<file path="config.mk">
export PLATFORM = sky130hd
export DESIGN_NAME = if_prefetch
export DESIGN_NICKNAME = d
export VERILOG_FILES = /design/src/rtl/if_pkg.sv /design/src/rtl/if_fifo.sv /design/src/rtl/if_prefetch.sv
export SDC_FILE = /design/constraint.sdc
export NUM_CORES = 1
export LEC_CHECK = 0
export BUFFER_PORTS_ARGS = -buffer_cell sky130_fd_sc_hd__buf_2
export CELL_PAD_IN_SITES_DETAIL_PLACEMENT = 0
export CELL_PAD_IN_SITES_GLOBAL_PLACEMENT = 1
export CORE_ASPECT_RATIO = 0.7
export CORE_MARGIN = 2
export CORE_UTILIZATION = 30
export DETAILED_ROUTE_END_ITERATION = 8
export GPL_ROUTABILITY_DRIVEN = 0
export GPL_TIMING_DRIVEN = 0
export PLACE_DENSITY_LB_ADDON = 0.1
export SKIP_LAST_GASP = 1
export SLEW_MARGIN = 20
export SYNTH_ARGS = -nofsm -noshare
export SYNTH_HDL_FRONTEND = slang
export SYNTH_SLANG_ARGS = --single-unit
export TNS_END_PERCENT = 50
</file>
<file path="constraint.sdc">
create_clock -name clk -period 4.9 [get_ports clk]
set_input_delay 0.49 -clock clk [delete_from_list [all_inputs] [get_ports clk]]
set_output_delay 0.49 -clock clk [all_outputs]
set_load 0.01 [all_outputs]
</file>
<file path="src/rtl/if_pkg.sv">
// Shared definitions for the instruction-fetch front end.
//   XLEN          - default instruction / PC width
//   NOP_INSTR     - instruction presented when no fetch is available (ADDI x0,x0,0)
//   fetch_entry_t - {pc, instr} pair as held in the prefetch queue
package if_pkg;

  localparam int unsigned XLEN = 32;
  localparam logic [XLEN-1:0] NOP_INSTR = 32'h0000_0013;

  typedef struct packed {
    logic [XLEN-1:0] pc;
    logic [XLEN-1:0] instr;
  } fetch_entry_t;

endpackage

</file>
<file path="src/rtl/if_fifo.sv">
// Synchronous FIFO with single-cycle clear, used for the fetch tag queue and
// the {pc, instr} prefetch queue.
//   clk, rst   - clock, synchronous active-high reset
//   clr        - empties the FIFO this cycle; push/pop in the same cycle are ignored
//   push       - write push_data (must not be asserted while full)
//   pop        - drop the head entry; ignored when empty
//   head_data  - current head entry (valid when count != 0)
//   count      - number of stored entries, 0..DEPTH
// DEPTH must be a power of two so the pointers wrap naturally.
module if_fifo #(
  parameter int unsigned WIDTH = 64,
  parameter int unsigned DEPTH = 4,
  localparam int unsigned CW   = $clog2(DEPTH + 1),
  localparam int unsigned PW   = $clog2(DEPTH)
) (
  input  logic             clk,
  input  logic             rst,
  input  logic             clr,
  input  logic             push,
  input  logic [WIDTH-1:0] push_data,
  input  logic             pop,
  output logic [WIDTH-1:0] head_data,
  output logic [CW-1:0]    count
);

  logic [WIDTH-1:0] mem_q [DEPTH];
  logic [PW-1:0]    wr_ptr_q, wr_ptr_d;
  logic [PW-1:0]    rd_ptr_q, rd_ptr_d;
  logic [CW-1:0]    count_q, count_d;
  logic             do_push, do_pop, full;

  always_comb begin
    full     = (count_q == CW'(DEPTH));
    do_push  = push && !clr;
    do_pop   = pop && !clr && (count_q != '0);
    wr_ptr_d = wr_ptr_q;
    rd_ptr_d = rd_ptr_q;
    count_d  = count_q;
    if (clr) begin
      wr_ptr_d = '0;
      rd_ptr_d = '0;
      count_d  = '0;
    end else begin
      if (do_push) wr_ptr_d = wr_ptr_q + 1'b1;
      if (do_pop)  rd_ptr_d = rd_ptr_q + 1'b1;
      case ({do_push, do_pop})
        2'b10:   count_d = count_q + 1'b1;
        2'b01:   count_d = count_q - 1'b1;
        default: count_d = count_q;
      endcase
    end
  end

  always_ff @(posedge clk) begin
    if (rst) begin
      wr_ptr_q <= '0;
      rd_ptr_q <= '0;
      count_q  <= '0;
    end else begin
      wr_ptr_q <= wr_ptr_d;
      rd_ptr_q <= rd_ptr_d;
      count_q  <= count_d;
    end
  end

  always_ff @(posedge clk) begin
    if (!rst && do_push) begin
      mem_q[wr_ptr_q] <= push_data;
    end
    if (!rst) begin
      assert (!(do_push && full));
    end
  end

  assign head_data = mem_q[rd_ptr_q];
  assign count     = count_q;

endmodule

</file>
<file path="src/rtl/if_prefetch.sv">
// Instruction-fetch front end: PC generator, decoupled request/response
// instruction-memory port and a DEPTH-entry prefetch queue feeding ID.
//   clk, rst                         - clock, synchronous active-high reset
//   redirect_valid, redirect_pc      - flush and restart fetch at redirect_pc
//   imem_req_valid/ready/addr        - fetch request channel (word aligned)
//   imem_rsp_valid/data              - in-order response channel, one per request
//   out_valid/ready, out_instr/pc    - instruction stream towards ID
// Build option: define IF_PREFETCH_BYPASS_EN to let a response arriving at an
// empty queue reach the outputs in the same cycle.
module if_prefetch #(
  parameter int unsigned           XLEN      = if_pkg::XLEN,
  parameter int unsigned           DEPTH     = 4,
  parameter logic [XLEN-1:0]       RESET_PC  = '0,
  parameter logic [XLEN-1:0]       NOP_INSTR = if_pkg::NOP_INSTR
) (
  input  logic            clk,
  input  logic            rst,
  input  logic            redirect_valid,
  input  logic [XLEN-1:0] redirect_pc,
  output logic            imem_req_valid,
  input  logic            imem_req_ready,
  output logic [XLEN-1:0] imem_req_addr,
  input  logic            imem_rsp_valid,
  input  logic [XLEN-1:0] imem_rsp_data,
  output logic            out_valid,
  input  logic            out_ready,
  output logic [XLEN-1:0] out_instr,
  output logic [XLEN-1:0] out_pc
);

  localparam int unsigned     CW         = $clog2(DEPTH + 1);
  localparam int unsigned     EW         = 2 * XLEN;
  localparam logic [XLEN-1:0] RESET_PC_A = RESET_PC & ~XLEN'(3);

  logic [XLEN-1:0] fetch_pc_q, fetch_pc_d;
  logic [CW-1:0]   inflight_q, inflight_d;
  logic [CW-1:0]   drop_q, drop_d;

  logic [CW-1:0]   data_count, tag_count;
  logic [EW-1:0]   data_head;
  logic [XLEN-1:0] tag_head;
  logic [CW:0]     occupancy;
  logic            req_fire, rsp_live, bypass, data_push, data_pop;
  logic            unused_tag_count;

  assign unused_tag_count = ^tag_count;

  // Credit covers both buffered and in-flight fetches, so every response
  // is guaranteed a free queue slot.
  always_comb begin
    occupancy      = {1'b0, data_count} + {1'b0, inflight_q};
    imem_req_valid = !rst && !redirect_valid && (occupancy < (CW+1)'(DEPTH));
    imem_req_addr  = fetch_pc_q;
    req_fire       = imem_req_valid && imem_req_ready;
    // Responses owed to pre-redirect requests are counted down in drop_q.
    rsp_live       = imem_rsp_valid && (drop_q == '0) && !redirect_valid;
`ifdef IF_PREFETCH_BYPASS_EN
    bypass         = rsp_live && (data_count == '0);
`else
    bypass         = 1'b0;
`endif
    out_valid      = (data_count != '0) || bypass;
    data_push      = rsp_live && !(bypass && out_ready);
    data_pop       = (data_count != '0) && out_ready && !redirect_valid;
    out_instr      = NOP_INSTR;
    out_pc         = '0;
    if (bypass) begin
      out_instr = imem_rsp_data;
      out_pc    = tag_head;
    end else if (out_valid) begin
      out_instr = data_head[XLEN-1:0];
      out_pc    = data_head[EW-1:XLEN];
    end
  end

  always_comb begin
    fetch_pc_d = fetch_pc_q;
    inflight_d = inflight_q + CW'(req_fire) - CW'(imem_rsp_valid);
    drop_d     = drop_q;
    if (redirect_valid) begin
      fetch_pc_d = redirect_pc & ~XLEN'(3);
      drop_d     = inflight_q - CW'(imem_rsp_valid);
    end else begin
      if (req_fire) fetch_pc_d = fetch_pc_q + XLEN'(4);
      if (imem_rsp_valid && (drop_q != '0)) drop_d = drop_q - 1'b1;
    end
  end

  always_ff @(posedge clk) begin
    if (rst) begin
      fetch_pc_q <= RESET_PC_A;
      inflight_q <= '0;
      drop_q     <= '0;
    end else begin
      fetch_pc_q <= fetch_pc_d;
      inflight_q <= inflight_d;
      drop_q     <= drop_d;
    end
  end

  if_fifo #(.WIDTH(XLEN), .DEPTH(DEPTH)) u_tag_fifo (
    .clk       (clk),
    .rst       (rst),
    .clr       (redirect_valid),
    .push      (req_fire),
    .push_data (fetch_pc_q),
    .pop       (rsp_live),
    .head_data (tag_head),
    .count     (tag_count)
  );

  if_fifo #(.WIDTH(EW), .DEPTH(DEPTH)) u_data_fifo (
    .clk       (clk),
    .rst       (rst),
    .clr       (redirect_valid),
    .push      (data_push),
    .push_data ({tag_head, imem_rsp_data}),
    .pop       (data_pop),
    .head_data (data_head),
    .count     (data_count)
  );

endmodule

</file>
==> run summary, run 1 <==
Status: finished clean
Power density of the placed cells: 388.2 nW/um^2
Overall die area: 57,550 um^2
PostCTS Resize Cnt: 0
Clock Skews: 17.99 ps
Clock Root Buffer: clkbuf_16
Via count: 8,920
Number of non-filler instances in the completed layout: 1,912
First-pass GRT wire length: 61,090 um
EDFF count, synth: 368
Tightest Pin Transition: 958.2 ps
Global Route met1 Usage: 0.2077
Yosys warning count: 0
Cell count after placement: 1,837
Headroom to the max-slew limit: 0.3612
Number of buffers between clock root and the deepest sink: 3
Flip-flop and latch count after synthesis: 422
CP Buf/Inv Count: 4
Leading cell types in the layout, fill and taps excluded: 368 x edfxtp_1, 160 x buf_2, 92 x mux4_2, 60 x nor2b_1, 54 x dfxtp_1
Standard-cell row count: 72
Critical path arrival: 4470 ps
Avg Cell Area, Syn: 18.04 um^2
Wire length per cell after detailed routing: 21.42 um
Final period util: 0.8151
Hold_ws: 148.5 ps
Main flop type after synthesis: edfxtp_1
Residual DRC: 0
Vias in the first global route: 9,258
Post-route core utilization: 0.3641
Initial antenna violation count: 1
Required @ worst endpoint: 5370 ps
Critical Path Source Type: flip-flop
Overall track demand over capacity in global routing: 0.1427
Clock tree from TritonCTS: yes
Post-route standard cell area excluding fillers: 20,070 um^2
Number of pins with negative max-slew slack in the final report: 0
Core region area: 55,130 um^2
RSZ-0062 raised after global routing: no
Top area cells in the synthesized netlist: edfxtp_1 66%, mux4_2 12%, dfxtp_1 6.5%
Half-perimeter wire length after detailed placement: 26,810 um
Minimum period implied by the final worst setup slack: 3994 ps
Async SR Flop Fraction: 0
Number of instances in the synthesized netlist: 925
Initial Util: 0.3026
Max IR drop VDD: 0.0002337 V
Number of placed I/O pins: 168
Worst-path cell chain: ha_1 -> or4b_1 -> nor3_2 -> inv_1 -> clkbuf_1 -> buf_1 -> ha_1 -> inv_1 -> fa_1 -> xor2_1 -> or3_1 -> a21oi_1
CTS hold repair buffers: 0
CP startpoint: inflight_q[2]
Maximum number of pins on one net before global-route repair: 43
Quantity of I/O buffers inserted on ports: 160
Unique masters post-synth: 53
Total clock buffers created by CTS: 43
Fmax: 250.4 MHz
Max FO, Critical Path: 10
Top delay family on crit path: simple AND/OR/NAND/NOR gates
Vias/cell: 4.665
Delay contributed by the slowest stage of the critical path: 610 ps
Pre-antenna DRT Iters: 5
Startpoint of the tightest hold check path: imem_rsp_data[21]
Number of buffers inserted to repair setup after CTS: 0
Source of the worst register-to-register timing path: inflight_q[2]
DR iter-0 viols: 479
Most frequent standard cell in the layout excluding fill and tap cells: edfxtp_1
Area added between synthesis and finish: 20.30%
Top Usage Layer GRT: met2
Fraction of layout cells with a size suffix above 1: 0.3015
Met3 demand-to-capacity share in global routing: 0.02676
Clock Latency Late Sink: 560 ps
Max_cap viols: 0
Sum of overflow across all layers after global routing: 0
Netlist Area Pre-Place: 16,680 um^2
Setup TNS Final: 0 ps
CTS sink count: 422
Type of the most critical hold path: input port to flip-flop
Critical Path End Type: flip-flop
Met2 track utilization from global routing: 0.2201
Crit Path Class: flip-flop to flip-flop
Cell type of the slowest stage on the worst timing path: or4b_1
Clock-pin slew on the worst setup and hold paths: 60 ps
Net count reported at finish: 1,234
Reported leakage power: 6.543 nW
Chip Height: 201.3 um
Placed cell areas: 18,640 um^2
Setup-failing EPs final: 0
Wire length after detailed routing: 40,960 um
Antenna viol nets, final: 0
Seq/Total Area, Yosys: 0.7271
Hold Vio Cnt, Final: 0
Portion of synthesized cell area occupied by the leading cell type: 0.6623
H-Tree Depth: 2
Library cell occupying the most area in the post-synthesis netlist: edfxtp_1
Chip Width: 285.9 um
==> synth_stat cells (10+ instances only) <==
cell      count
nor2_1       36
clkbuf_1     35
inv_1        30
nand2_1      27
nor3_1       13
dfxtp_1      54
o311ai_0     10
buf_1        12
edfxtp_1    368
a21oi_1      28
and2_1       10
nand3_1      10
nor4_1       11
ha_1         19
nor2b_1      60
mux4_2       92
xnor2_1      16
==> path summary, 6_finish.rpt <==
kind / end / slack, ps / cells after the start
setup / recovery: u_tag_fifo.count[2] / 910 / 12
hold / removal: u_data_fifo.mem_q[0][21] / 150 / 1
setup reg to reg: u_tag_fifo.count[2] / 910 / 12
hold reg to reg: u_tag_fifo.wr_ptr_q[1] / 500 / 2
==> layout make-up <==
cell class              count  area [um^2]
repair buffers            169         1002
flip-flops and latches    422        12130
well taps                 740        925.9
clock inverters            22        274.0
multi-input cells         425         4265
plain buffers              51        206.4
inverters                  30        112.6
clock buffers              52         1151
fillers                  5215        35060
diodes                      1        2.502
==> layer usage <==
layer / share of wire / up-vias
li1: - / 4074
met3: 0.042 / 57
met4: 0.021 / 0
met1: 0.48 / 4604
met2: 0.45 / 185
met5: 0 / -
==> stage by stage <==
step	power (mW)	setup slack (ps)
CTS	7.920	896.5
floorplan	4.331	1564
finish	7.792	905.8
global placement	4.530	-446.5
detailed placement	4.539	833.3
global route	8.108	684.5
==> cells by family after synthesis <==
group | share of synthesized area
AOI/OAI and AO/OA | 0.02917
buffers and inverters | 0.01912
muxes | 0.1261
DFF | 0.7271
xor gates and xnor gates | 0.01207
adders and majority gates | 0.01785
and+or+nand+nor | 0.06832
other | 0.0002248
==> registers in the layout, summed over array words and instances (netlist names), named ones only <==
signal	flops
u_tag_fifo.rd_ptr_q	2
inflight_q	3
u_tag_fifo.count	3
drop_q	3
imem_req_addr	30
u_data_fifo.rd_ptr_q	2
u_data_fifo.wr_ptr_q	2
u_data_fifo.count	3
u_data_fifo.mem_q	248
u_tag_fifo.wr_ptr_q	2
u_tag_fifo.mem_q	120
==> report_power, final <==
group	total (mW)	switching [mW]	leakage, nW	internal, mW
registers	4.05	0.0742	3.78	3.98
logic	0.396	0.234	2.05	0.162
clock network	3.34	1.36	0.704	1.99
==> worst reg2reg max path, cell delays in order, from the launching register on <==
cell,delay [ps]
dfxtp_1,420
ha_1,280
or4b_1,610
nor3_2,600
inv_1,180
clkbuf_1,300
buf_1,410
ha_1,350
inv_1,70
fa_1,180
xor2_1,80
or3_1,300
a21oi_1,140
No activity file was read; power rests on OpenSTA's default activity.
==> run 2: changes to the inputs <==
Settings changed: ABC_AREA from default to 1.
Clock period 4.9 ns to 3.5 ns, I/O delays scaled along.
==> run summary, run 2 <==
Async SR Flop Fraction: 0 (unchanged)
Avg Cell Area, Syn: 11.11 um^2 (-38%)
Unique masters post-synth: 35 (-34%)
Yosys warning count: 0 (unchanged)
Required @ worst endpoint: 3150 ps (-2220 ps)
Sum of overflow across all layers after global routing: 0 (unchanged)
Top Usage Layer GRT: met2
Main flop type after synthesis: edfxtp_1
Tightest Pin Transition: 814.4 ps (-143.8 ps)
CP Buf/Inv Count: 4 (unchanged)
Vias in the first global route: 12,050 (+30%)
Area added between synthesis and finish: 22.23%
Most prevalent standard cell on the critical path: buf_2
H-Tree Depth: 2 (unchanged)
Chip Width: 291.8 um (+2.1%)
Area used by sequential logic in the layout: 12,130 um^2 (unchanged)
Worst setup slack for register-to-register paths: 710 ps (-200 ps)
Overall die area: 59,970 um^2 (+4.2%)
Maximum number of pins on one net before global-route repair: 21 (-51%)
Core region area: 57,090 um^2 (+3.5%)
Clock-pin slew on the worst setup and hold paths: 60 ps (about the same)
Seq/Total Area, Yosys: 0.6973 (-0.02986)
Commonest cells in the netlist: 371 x nor2_1, 368 x edfxtp_1, 211 x o21ai_0
Max_cap viols: 0 (unchanged)
Leading cell types in the layout, fill and taps excluded: 368 x edfxtp_1, 363 x nor2_1, 211 x o21ai_0, 173 x buf_2, 143 x nand2_1
Critical Path Source Type: flip-flop
Clock Skews: 15.08 ps (-2.904 ps)
RSZ-0062 raised after global routing: no
Clock Root Buffer: clkbuf_16
Reported leakage power: 7.667 nW (+17%)
Cell count of the worst hold path: 1 (unchanged)
Number of pins with negative max-slew slack in the final report: 0 (unchanged)
Most frequent standard cell in the layout excluding fill and tap cells: edfxtp_1
Critical Path End Type: output port
Total clock buffers created by CTS: 45 (+4.7%)
DR iter-0 viols: 809 (+69%)
Pre-antenna DRT Iters: 5 (unchanged)
Max IR drop VDD: 0.0002851 V (+22%)
Area occupied by multi-input gates: 4637 um^2 (+8.7%)
Delay contributed by the slowest stage of the critical path: 450 ps (-160 ps)
Cell type of the slowest stage on the worst timing path: clkbuf_1
Hold Vio Cnt, Final: 0 (unchanged)
Status: finished clean
Wire length after detailed routing: 50,910 um (+24%)
Chip Height: 205.5 um (+2.1%)
Clock Latency Late Sink: 560 ps (about the same)
Power density of the placed cells: 509.4 nW/um^2 (+31%)
Register with the most flip-flops: u_data_fifo.mem_q
Max FO, Critical Path: 10 (unchanged)
Via count: 12,070 (+35%)
Antenna viol nets, final: 0 (unchanged)
Number of buffers between clock root and the deepest sink: 3 (unchanged)
Library cell occupying the most area in the post-synthesis netlist: edfxtp_1
Standard-cell row count: 73 (+1.4%)
First-pass GRT wire length: 76,290 um (+25%)
Residual DRC: 0 (unchanged)
Number of cells on the worst reg-to-reg path: 13 (+1)
Number of buffers inserted to repair setup after CTS: 0 (unchanged)
Vias/cell: 4.644 (-0.46%)
Startpoint of the tightest hold check path: imem_rsp_data[5]
Most used standard cell by instance count after synthesis: nor2_1
Wire length per cell after detailed routing: 19.58 um (-8.6%)
Quantity of I/O buffers inserted on ports: 160 (unchanged)
Overall track demand over capacity in global routing: 0.1699 (+0.02716)
Initial antenna violation count: 0 (-1)
Critical path arrival: 2980 ps (-1490 ps)
Netlist Area Pre-Place: 17,400 um^2 (+4.3%)
Initial Util: 0.3048 (+0.002161)
Fmax: 300.6 MHz
Minimum period implied by the final worst setup slack: 3327 ps
Source of the worst register-to-register timing path: inflight_q[1]
Final period util: 0.9505
Met3 demand-to-capacity share in global routing: 0.02841 (+0.001650)
Top area cells in the synthesized netlist: edfxtp_1 64%, nor2_1 8.0%, dfxtp_1 6.2%
Portion of synthesized cell area occupied by the leading cell type: 0.6351 (-0.02720)
Flip-flop and latch count after synthesis: 422 (unchanged)
Worst-path cell chain: clkbuf_1 -> buf_2 -> buf_2 -> nor2_1 -> nor2_1 -> o21ai_0 -> a21oi_1 -> buf_2
Crit Path Class: flip-flop to output port
Met2 track utilization from global routing: 0.2641 (+0.04402)
CTS sink count: 422 (unchanged)
Net count reported at finish: 1,911 (+55%)
Clock tree from TritonCTS: yes
Endpoint of the worst register-to-register path: u_tag_fifo.count[2]
Type of the most critical hold path: input port to flip-flop
Setup-failing EPs final: 0 (unchanged)
Hold_ws: 21.89 ps (-126.6 ps)
Setup TNS Final: 0 ps (unchanged)
Number of fill cells in the layout: 5,624 (+7.8%)
Number of instances in the synthesized netlist: 1,566 (+69%)
Diode insertion count for antenna repair: 0 (-1)
EDFF count, synth: 368 (unchanged)
Min-Delay Endpoint: u_data_fifo.mem_q[3][5]
Number of placed I/O pins: 168 (unchanged)
Global Route met1 Usage: 0.2499 (+0.04221)
Flip-flop count of the largest register, all copies and words added: 248 (unchanged)
Headroom to the max-slew limit: 0.4570 (+0.09587)
Fraction of layout cells with a size suffix above 1: 0.1497 (-0.1517)
Top delay family on crit path: buffers and inverters
Half-perimeter wire length after detailed placement: 34,560 um (+29%)
-- run 2: cell count changes in the layout (fill, tap and decap cells not counted), moves of 60 or more --
cell	before	now
a21oi_1	28	100
nor2_1	36	363
nor2b_1	60	0
o21ai_0	6	211
mux4_2	92	0
nand2_1	27	143
-- run 2: cell type report --
class / instances / area share
buffer: 83 / 0.01724
clock buffer: 59 / 0.05642
clock inverter: 19 / 0.008472
inverter: 91 / 0.01606
multi-input combinational: 973 / 0.2180
sequential: 422 / 0.5705
tap: 750 / 0.04413
timing repair buffer: 203 / 0.06919
-- run 2: worst max path at each step --
stage | from | endpoint | slack (ps) | cells after the start
global route | flip-flop | out_pc[10] | 6 | 8
floorplan | rst | u_data_fifo.mem_q[0][0] | -370 | 4
detailed placement | flip-flop | out_pc[10] | 600 | 7
CTS | flip-flop | out_pc[10] | 140 | 8
finish | flip-flop | out_pc[10] | 170 | 8
global placement | redirect_valid | u_data_fifo.mem_q[1][3] | -3310 | 4
-- run 2: where the power goes --
group | switching [mW] | internal [mW]
registers | 0.110 | 5.57
logic | 0.357 | 0.214
clock network | 1.95 | 2.63
-- run 2: worst reg2reg max path: stages (launching register included) --
cell and delay (ps):
dfxtp_1 390, ha_1 320, nand3_1 70, nand2_1 170, nor2_4 70, nand2_1 150
buf_2 360, ha_1 220, inv_1 60, fa_1 380, a21oi_1 150, o21ai_0 120
o21ai_0 160, a21oi_1 50
-- run 2: stage by stage --
stage	utilization	power, mW	instances	worst slack [ps]	cell area [um^2]
final	0.3725	10.83	2600	173.2	21270
after global placement	0.3355	6.320	2479	-3311	19150
after CTS	0.3725	10.98	2600	142.3	21270
after detailed placement	0.3438	6.344	2496	598.4	19630
after global routing	0.3725	11.25	2600	6.216	21270
after floorplan	-	6.048	1569	-370.4	17410
-- run 2: kinds of logic after synthesis --
kind of cell,Yosys count,synth area share
and+or+nand+nor,581,0.1325
DFF,422,0.6973
adders and majority gates,22,0.01712
buffers and inverters,174,0.04063
other,1,0.0002155
AOI/OAI and AO/OA,355,0.1068
xor gates and xnor gates,11,0.005537
-- run 2: per-layer routing --
metal,vias up,share of wire
met4,0,0.016
met2,215,0.44
met3,53,0.040
li1,5947,-
met1,5859,0.50
met5,-,0
-- run 2: what timing repair did --
| item | CTS | global route |
|---|---|---|
| setup endpoints to repair | 1 | 0 |
| resized for setup | 1 | 0 |
| endpoints found under the hold margin | 102 | 0 |
| hold buffers | 26 | 0 |
